`src/rtl/ff_ram_wb_bridge_if.sv`:
```
// Wishbone-classic bus bundle between a CPU/data-bus master and the
// flip-flop RAM bridge. Cycle is folded into stb.
interface ff_ram_wb_bridge_if #(
   parameter int aw = 10
) ();
   logic [aw-1:0] adr;
   logic [31:0]   dat;
   logic [3:0]    sel;
   logic          we;
   logic          stb;
   logic [31:0]   rdt;
   logic          ack;

   modport master (
      output adr, dat, sel, we, stb,
      input  rdt, ack
   );

   modport slave (
      input  adr, dat, sel, we, stb,
      output rdt, ack
   );
endinterface

```
`src/rtl/ff_ram_wb_bridge.sv`:
```
// Wishbone-classic slave that serialises 32-bit word accesses into byte
// beats on a byte-wide synchronous RAM (registered read, 1-cycle latency).
// Little-endian: byte i of the word lives at RAM address {word, i}.
// Optional build macro FF_RAM_BRIDGE_SKIP_EN: writes visit only the bytes
// whose select bit is set (ascending), a write with no bytes selected goes
// straight to the acknowledge. Reads always fetch all four bytes.
module ff_ram_wb_bridge #(
   parameter int aw = 10
) (
   input  logic                 clk,
   input  logic                 reset_n,
   ff_ram_wb_bridge_if.slave    wb,
   output logic                 ram_wen,
   output logic [aw-1:0]        ram_waddr,
   output logic [7:0]           ram_din,
   output logic [aw-1:0]        ram_raddr,
   input  logic [7:0]           ram_dout
);

   typedef enum logic [2:0] {
      IDLE  = 3'd0,
      WRITE = 3'd1,
      READ  = 3'd2,
      DRAIN = 3'd3,
      ACK   = 3'd4
   } state_t;

   state_t         state, state_nxt;
   logic [1:0]     cnt, cnt_nxt;

   logic [aw-3:0]  adr_q;
   logic [31:0]    dat_q;
   logic [3:0]     sel_q;

   logic [31:0]    rdt_q;
   logic [aw-1:0]  waddr_q;
   logic [aw-1:0]  raddr_q;
   logic [7:0]     din_q;

   // Byte lane of a 32-bit word, little-endian.
   function automatic logic [7:0] byte_of(input logic [31:0] w, input logic [1:0] idx);
      logic [7:0] b;
      case (idx)
         2'd0:    b = w[7:0];
         2'd1:    b = w[15:8];
         2'd2:    b = w[23:16];
         default: b = w[31:24];
      endcase
      return b;
   endfunction

`ifdef FF_RAM_BRIDGE_SKIP_EN
   // Lowest selected byte index at or above 'from'; bit 2 flags that one exists.
   function automatic logic [2:0] next_sel(input logic [3:0] s, input logic [2:0] from);
      logic [2:0] r;
      r = 3'b000;
      for (int i = 3; i >= 0; i--) begin
         if (i >= int'(from) && s[i]) r = {1'b1, 2'(i)};
      end
      return r;
   endfunction

   logic [2:0] nx_idle, nx_write;
   assign nx_idle  = next_sel(wb.sel, 3'd0);
   assign nx_write = next_sel(sel_q, {1'b0, cnt} + 3'd1);
`endif

   // The word index alone addresses the RAM; the byte offset of wb.adr is dropped.
   logic unused_adr_lo;
   assign unused_adr_lo = ^wb.adr[1:0];

   // State and beat counter.
   always_ff @(posedge clk or negedge reset_n) begin
      if (!reset_n) begin
         state <= IDLE;
         cnt   <= 2'd0;
      end else begin
         state <= state_nxt;
         cnt   <= cnt_nxt;
      end
   end

   // Next-state and beat sequencing.
   always_comb begin
      state_nxt = state;
      cnt_nxt   = cnt;
      case (state)
         IDLE: begin
            if (wb.stb) begin
               cnt_nxt = 2'd0;
               if (wb.we) begin
`ifdef FF_RAM_BRIDGE_SKIP_EN
                  if (nx_idle[2]) begin
                     state_nxt = WRITE;
                     cnt_nxt   = nx_idle[1:0];
                  end else begin
                     state_nxt = ACK;
                  end
`else
                  state_nxt = WRITE;
`endif
               end else begin
                  state_nxt = READ;
               end
            end
         end
         WRITE: begin
`ifdef FF_RAM_BRIDGE_SKIP_EN
            if (nx_write[2]) begin
               cnt_nxt = nx_write[1:0];
            end else begin
               state_nxt = ACK;
               cnt_nxt   = 2'd0;
            end
`else
            cnt_nxt = cnt + 2'd1;
            if (cnt == 2'd3) state_nxt = ACK;
`endif
         end
         READ: begin
            cnt_nxt = cnt + 2'd1;
            if (cnt == 2'd3) state_nxt = DRAIN;
         end
         DRAIN:   state_nxt = ACK;
         ACK:     state_nxt = IDLE;
         default: state_nxt = IDLE;
      endcase
   end

   // Request capture at acceptance; later bus changes are ignored.
   always_ff @(posedge clk) begin
      if (state == IDLE && wb.stb) begin
         adr_q <= wb.adr[aw-1:2];
         dat_q <= wb.dat;
         sel_q <= wb.sel;
      end
   end

   // Hold the last RAM addresses/data so they stay stable outside their states.
   always_ff @(posedge clk or negedge reset_n) begin
      if (!reset_n) begin
         waddr_q <= '0;
         din_q   <= '0;
         raddr_q <= '0;
      end else begin
         if (state == WRITE) begin
            waddr_q <= {adr_q, cnt};
            din_q   <= byte_of(dat_q, cnt);
         end
         if (state == READ) raddr_q <= {adr_q, cnt};
      end
   end

   // Read data assembly: RAM data trails the address by one beat.
   always_ff @(posedge clk or negedge reset_n) begin
      if (!reset_n) begin
         rdt_q <= '0;
      end else if (state == READ && cnt != 2'd0) begin
         case (cnt)
            2'd1:    rdt_q[7:0]   <= ram_dout;
            2'd2:    rdt_q[15:8]  <= ram_dout;
            default: rdt_q[23:16] <= ram_dout;
         endcase
      end else if (state == DRAIN) begin
         rdt_q[31:24] <= ram_dout;
      end
   end

   assign ram_wen   = (state == WRITE) && sel_q[cnt];
   assign ram_waddr = (state == WRITE) ? {adr_q, cnt} : waddr_q;
   assign ram_din   = (state == WRITE) ? byte_of(dat_q, cnt) : din_q;
   assign ram_raddr = (state == READ)  ? {adr_q, cnt} : raddr_q;
   assign wb.ack    = (state == ACK);
   assign wb.rdt    = rdt_q;

endmodule

```
`src/flat_wrapper.sv`:
```
// flat-port wrapper written by rule: the top's interface ports become plain ports
module ff_ram_wb_bridge_flat 
#(
   parameter int aw = 10
)
  (clk, reset_n, ram_wen, ram_waddr, ram_din, ram_raddr, ram_dout, wb_adr, wb_dat, wb_sel, wb_we, wb_stb, wb_rdt, wb_ack);
  ff_ram_wb_bridge_if #(.aw(aw)) wb_i ();
  input  logic clk;
  input  logic reset_n;
  output logic ram_wen;
  output logic [aw-1:0] ram_waddr;
  output logic [7:0] ram_din;
  output logic [aw-1:0] ram_raddr;
  input  logic [7:0] ram_dout;
  input wire logic [$bits(wb_i.adr)-1:0] wb_adr;
  input wire logic [$bits(wb_i.dat)-1:0] wb_dat;
  input wire logic [$bits(wb_i.sel)-1:0] wb_sel;
  input wire logic [$bits(wb_i.we)-1:0] wb_we;
  input wire logic [$bits(wb_i.stb)-1:0] wb_stb;
  output wire logic [$bits(wb_i.rdt)-1:0] wb_rdt;
  output wire logic [$bits(wb_i.ack)-1:0] wb_ack;
  assign wb_i.adr = wb_adr;
  assign wb_i.dat = wb_dat;
  assign wb_i.sel = wb_sel;
  assign wb_i.we = wb_we;
  assign wb_i.stb = wb_stb;
  assign wb_rdt = wb_i.rdt;
  assign wb_ack = wb_i.ack;
  ff_ram_wb_bridge #(.aw(aw)) u_core (.clk(clk), .reset_n(reset_n), .wb(wb_i), .ram_wen(ram_wen), .ram_waddr(ram_waddr), .ram_din(ram_din), .ram_raddr(ram_raddr), .ram_dout(ram_dout));
endmodule
```
`config.mk`:
```
export PLATFORM = sky130hd
export DESIGN_NAME = ff_ram_wb_bridge_flat
export DESIGN_NICKNAME = d
export VERILOG_FILES = /design/src/rtl/ff_ram_wb_bridge_if.sv /design/src/rtl/ff_ram_wb_bridge.sv /design/src/flat_wrapper.sv
export SDC_FILE = /design/constraint.sdc
export NUM_CORES = 1
export LEC_CHECK = 0
export CAP_MARGIN = 20
export CORE_ASPECT_RATIO = 2
export CORE_MARGIN = 2
export CORE_UTILIZATION = 40
export DETAILED_ROUTE_END_ITERATION = 12
export PLACE_DENSITY = 0.78
export SYNTH_ARGS = -nofsm -noshare
export SYNTH_HDL_FRONTEND = slang
export SYNTH_SLANG_ARGS = --single-unit
```
`constraint.sdc`:
```
create_clock -name clk -period 6.75 [get_ports clk]
set_clock_uncertainty 0.1 [all_clocks]
set_input_delay 1.6875 -clock clk [delete_from_list [all_inputs] [get_ports clk]]
set_output_delay 1.6875 -clock clk [all_outputs]
set_load 0.02 [all_outputs]
```
==> impl_metrics.tcl, run 1 <==
set metrics [dict create \
    portBuffers 117 \
    grt_max_degree 47 \
    rsz0062_at_grt "no" \
    grt_pass1_vias 2784 \
    synth_top_area_share_pct 39.0 \
    syn_area_per_cell_sq_um 16.4 \
    peakVddDrop_mv 0.269 \
    cpMaxStageDelayCell "nor3b_2" \
    maxSlewViolCount 0 \
    io_pins 120 \
    layout_common_cells "116 x clkdlybuf4s50_1, 65 x dfrtp_1, 44 x edfxtp_1" \
    drt_iter0_drc 78 \
    grt_pass1_wl_microns 14200 \
    initial_core_util_pct 41.1 \
    die_y_microns 148 \
    cts_max_path_buffers 2 \
    ys_ff_latch 109 \
    place_congestion 0.732 \
    synthFlopType "dfrtp_1" \
    synth.area.mux_share_pct 15.0 \
    p_sw_mw 1.08 \
    grt.total_usage_pct 16.5 \
    num-nets-final 435 \
    clkTransAtPathRegs_ns 0.07 \
    pwr-share-clk_pct 18.3 \
    power_density_nw_per_um2 531 \
    period_needed_ns 4.64 \
    wirelength_microns 8910 \
    startpoint_type "flop" \
    cts_resized 0 \
    wire_per_inst_microns 17.4 \
    clock-sinks 109 \
    yosysTopAreaCell "dfrtp_1" \
    synth_warnings 0 \
    final_common_cell "clkdlybuf4s50_1" \
    post_cts.repair.setup_buffers 0 \
    num_vias 2568 \
    tritoncts "yes" \
    dr_wl_met2_microns 5100 \
    vias_per_cell 5.01 \
    htree_levels 3 \
    syn2layout_area_growth_pct 39.8 \
    synth_edf_count 44 \
    required_ns 4.96 \
    postSynthCellCount 255 \
    crit_arrival_ns 2.85 \
    chipWidth_microns 76.2 \
    netlist-cell-type-count 30 \
    synth-xor-area-share_pct 0.210 \
    slowest_delay_ns 0.85 \
    hold_buffers 0 \
    finish.utilization_pct 57.5 \
    combPwrFrac_pct 46.0 \
    setup_viol 0 \
    dp_hpwl_microns 6500 \
    syn_nets 317 \
    syn_area_sq_um 4170 \
    layout_setup_ws_ns 2.11 \
    hold_ws_ns 0.398 \
    endpoint_kind "output port" \
    drv_cap 0 \
    p_leak_nw 2.34 \
    clkLatencyLatePin_ns 0.34 \
    antenna_found_initial 0 \
    yosysSeqAreaShare_pct 70.6 \
    hold_path.class "flop to flop" \
    antenna_cells 0 \
    wl_met1_microns 3130 \
    max_freq_mhz 215 \
    wl_met3_microns 426 \
    postRouteAntennaNets 0 \
    row_count 52 \
    seqPwrFrac_pct 35.6 \
    cts_buffers 9 \
    switching_share_pct 35.0 \
    coreArea_sq_um 10100 \
    synth_top_family_by_area "multiplexers" \
    crit_chain "nor3b_2 > mux2_2 > clkdlybuf4s50_1" \
    worstMarginPinSlew_ns 0.944 \
    synthAdderAreaFrac_pct 1.20 \
    die_area_sq_um 11300 \
    path_max_fanout 13 \
    synth-simple-area-share_pct 3.99 \
    synth-compound-area-share_pct 6.33 \
    setup_tns_ns 0 \
    status "finished, final reports clean" \
    period_share_pct 68.8 \
    synth_area_leaders "dfrtp_1 39%, edfxtp_1 32%, mux2_2 12%" \
    max_slew_margin_pct 36.8 \
    globalRoute.totalOverflow 0 \
    p_int_mw 2.02 \
    crit_type "flop to output port" \
    async_flop_share_pct 59.6 \
    hold_violations 0 \
    drive_gt1_share_pct 20.4 \
    highest_layer "met4" \
    cts_root_buf "clkbuf_16" \
    place_ws_ns 2.27 \
    drc 0 \
    drtPass1Iterations 4 \
]
-- state kept, by name, indices dropped and copies added, names as in the netlist --
register / flops
u_core.dat_q: 32
u_core.sel_q: 4
u_core.din_q: 8
u_core.adr_q: 8
u_core.cnt: 2
u_core.state: 3
u_core.waddr_q: 10
u_core.raddr_q: 10
u_core.wb.rdt: 32
-- final timing paths --
path                                                  start                            end  slack, ns  cells after the start
min in group asynchronous                           reset_n   u_core.wb.rdt[4]$_DFFE_PN0P_       1.18                      1
worst max register to register  u_core.state[1]$_DFFE_PN0P_  u_core.wb.rdt[15]$_DFFE_PN0P_       3.96                      3
worst min register to register  u_core.raddr_q[6]$_DFF_PN0_    u_core.raddr_q[6]$_DFF_PN0_       0.40                      1
max in group asynchronous                           reset_n    u_core.waddr_q[6]$_DFF_PN0_       4.42                      2
worst max-delay path            u_core.state[1]$_DFFE_PN0P_                   ram_raddr[9]       2.11                      3
worst min-delay path            u_core.raddr_q[6]$_DFF_PN0_    u_core.raddr_q[6]$_DFF_PN0_       0.40                      1
-- through the flow --
stage	instance area, sq um	total power, mW	instances
after floorplan	4180	1.90	255
after global placement	5480	2.48	496
after detailed placement	5480	2.54	496
after CTS	5810	3.11	512
after global routing	5830	3.26	513
final	5830	3.10	513
-- critical path: cells and delay by family, from the launching register on --
| kind | cells | cell delay, ns |
|---|---|---|
| AND/OR/NAND/NOR | 1 | 0.85 |
| flip-flops | 1 | 0.66 |
| buffers and inverters | 1 | 0.57 |
| multiplexers | 1 | 0.44 |
-- cells by family (layout without fill, tap and decap cells) --
group,Yosys count,in the layout
and+or+nand+nor,25,25
xor gates and xnor gates,1,1
DFF,109,109
muxes,52,52
AOI/OAI and AO/OA,40,40
buffers and inverters,24,147
adders and majority gates,4,4
-- power groups by stage --
stage / Clock, mW / Sequential [mW] / Combinational (mW)
after CTS: 0.581 / 1.11 / 1.42
after detailed placement: 0 / 1.12 / 1.42
after global routing: 0.612 / 1.14 / 1.51
after floorplan: 0 / 1.19 / 0.707
after global placement: 0 / 1.10 / 1.38
final: 0.569 / 1.10 / 1.43
-- cell usage after synthesis (all sizes together) (2+ instances only) --
master	count
nor2b	2
a22oi	8
nor3b	3
ha	4
buf	7
nand3b	2
inv	11
mux2	51
nor2	2
a22o	9
a21oi	18
edfxtp	44
dfrtp	65
clkbuf	6
nand2	10
o21ai	2
-- per-layer routing --
metal  up-vias  global-route usage (%)
met4         0                    7.91
met2        93                    30.9
met5         -                       0
met1      1292                    16.5
met3        16                    4.49
li1       1167                       -
-- final cells by class --
class / count / area, sq um
Clock buffer: 9 / 225
Clock inverter: 7 / 105
Fill cell: 823 / 4320
Inverter: 11 / 41.3
Multi-Input combinational cell: 122 / 1140
Sequential cell: 109 / 2950
Tap cell: 135 / 169
Timing Repair Buffer: 120 / 1210
Power figures use the tool's default switching activity.
==> run 2, diff against run 1 <==
- clock period: 6.75 -> 4.5 ns (I/O delays scaled with it)
==> run 2 against run 1 <==
First-iteration DRC count fell by 14%; sequential share of layout area fell by 0.19 points; global-route usage rose by 0.13 points; largest power group unchanged.
==> impl_metrics.tcl, run 2 (same netlist as run 1, synthesis figures left out) <==
set metrics [dict create \
    die_area_sq_um 11300 \
    initial_core_util_pct 41.1 \
    hold_buffers 0 \
    whs_path_depth 1 \
    portBuffers 117 \
    path_delay_family "buffers and inverters" \
    clkTransAtPathRegs_ns 0.07 \
    pwr-share-clk_pct 18.0 \
    globalRoute.totalOverflow 0 \
    cts_resized 0 \
    cts_buffers 9 \
    worstMarginPinSlew_ns 0.711 \
    maxSlewViolCount 0 \
    crit_chain "or3b_1 > buf_4 > a21oi_1 > a22o_1 > clkdlybuf4s50_1" \
    wire_per_inst_microns 17.0 \
    period_share_pct 87.4 \
    grt_max_degree 52 \
    combPwrFrac_pct 46.5 \
    max_freq_mhz 254 \
    clock-sinks 109 \
    post_cts.repair.setup_buffers 0 \
    cts_root_buf "clkbuf_16" \
    wirelength_microns 8800 \
    required_ns 3.27 \
    place_congestion 0.733 \
    r2r_slack_ns 2.11 \
    chipWidth_microns 76.2 \
    die_y_microns 148 \
    io_pins 120 \
    hold_path.class "flop to flop" \
    path_max_fanout 14 \
    setup_tns_ns 0 \
    htree_levels 3 \
    power_mw 4.63 \
    max_slew_margin_pct 52.6 \
    startpoint_type "flop" \
    r2r_end "u_core.wb.rdt[6]$_DFFE_PN0P_" \
    postRouteAntennaNets 0 \
    place_ws_ns 0.907 \
    setup_viol 0 \
    power_density_nw_per_um2 790 \
    seqPwrFrac_pct 35.5 \
    coreArea_sq_um 10100 \
    period_needed_ns 3.93 \
    dp_hpwl_microns 6520 \
    cp_num_buf_inv 2 \
    crit_arrival_ns 2.71 \
    multi_input_area_sq_um 1140 \
    cts_max_path_buffers 2 \
    ff2ff_path_depth 5 \
    ff_latch_area_sq_um 2950 \
    rr_startpoint "u_core.cnt[0]$_DFFE_PN0P_" \
    endpoint_kind "output port" \
    status "finished, final reports clean" \
    nFillCells 831 \
    drtPass1Iterations 6 \
    syn2layout_area_growth_pct 40.3 \
    peakVddDrop_mv 0.405 \
    row_count 52 \
    min_from "u_core.raddr_q[1]$_DFF_PN0_" \
    p_sw_mw 1.61 \
    p_int_mw 3.02 \
    num_vias 2584 \
    grt_pass1_vias 2767 \
    drc 0 \
    final_cell_area_sq_um 5860 \
    switching_share_pct 34.8 \
    layout_common_cells "116 x clkdlybuf4s50_1, 65 x dfrtp_1, 44 x edfxtp_1" \
    grt.total_usage_pct 16.6 \
    placed_area_sq_um 5510 \
    crit_type "flop to output port" \
    cpMaxStageDelayCell "or3b_1" \
    vias_per_cell 4.99 \
    antenna_found_initial 0 \
    grt_pass1_wl_microns 14600 \
    hold_end "u_core.raddr_q[1]$_DFF_PN0_" \
    place_inst 501 \
    tritoncts "yes" \
    clkLatencyLatePin_ns 0.33 \
    num-nets-final 440 \
    p_leak_nw 2.36 \
    final_common_cell "clkdlybuf4s50_1" \
    drive_gt1_share_pct 21.1 \
    slowest_delay_ns 0.66 \
    drv_cap 0 \
    drt_iter0_drc 67 \
    layout_setup_ws_ns 0.566 \
    hold_violations 0 \
    rsz0062_at_grt "no" \
    finalNonFillerCells 518 \
    antenna_cells 0 \
]
run 2: cell types whose count changed in the layout (fill, tap and decap cells not counted), sizes merged:
cell,previous run,this run
buf,4,9
inv,14,12
clkinv,1,3
run 2: layout make-up:
class                      count  share of cell area [%]
tap                          135                    2.88
timing repair buffer         125                    21.2
clock inverter                 7                    1.67
clock buffer                   9                    3.85
inverter                      11                   0.705
multi-input combinational    122                    19.4
sequential                   109                    50.3
run 2: stage by stage:
stage	util [%]	hold WS, ns
after global placement	54.3	0.381
after global routing	57.7	0.419
final	57.7	0.398
after floorplan	-	0.459
after detailed placement	54.3	0.386
after CTS	57.5	0.404
run 2: power groups by stage:
stage               Clock, mW  Combinational, mW  Sequential [mW]
finish                  0.833               2.15             1.64
global route            0.910               2.28             1.69
CTS                     0.854               2.18             1.64
detailed placement          0               2.17             1.66
global placement            0               2.12             1.64
floorplan                   0               1.06             1.79
run 2: worst max-delay path by stage:
stage | to | from | cells after the start | slack (ns)
floorplan | u_core.adr_q[0]$_DFFE_PP_ | wb_stb | 1 | 0.34
global placement | ram_din[7] | u_core.state[2]$_DFFE_PN0P_ | 5 | 0.93
detailed placement | ram_din[7] | u_core.state[2]$_DFFE_PN0P_ | 5 | 0.91
CTS | ram_din[7] | u_core.state[2]$_DFFE_PN0P_ | 5 | 0.54
global route | ram_din[1] | u_core.state[1]$_DFFE_PN0P_ | 5 | 0.39
finish | ram_din[1] | u_core.state[2]$_DFFE_PN0P_ | 5 | 0.57
run 2: routing by layer:
metal	up-vias	share of wire [%]	wire [microns]	global-route usage, %
met5	-	0	0	0
met3	15	3.6	315	3.34
met4	0	2.6	225	7.36
li1	1178	-	-	-
met2	92	58	5080	30.6
met1	1299	36	3180	18.2
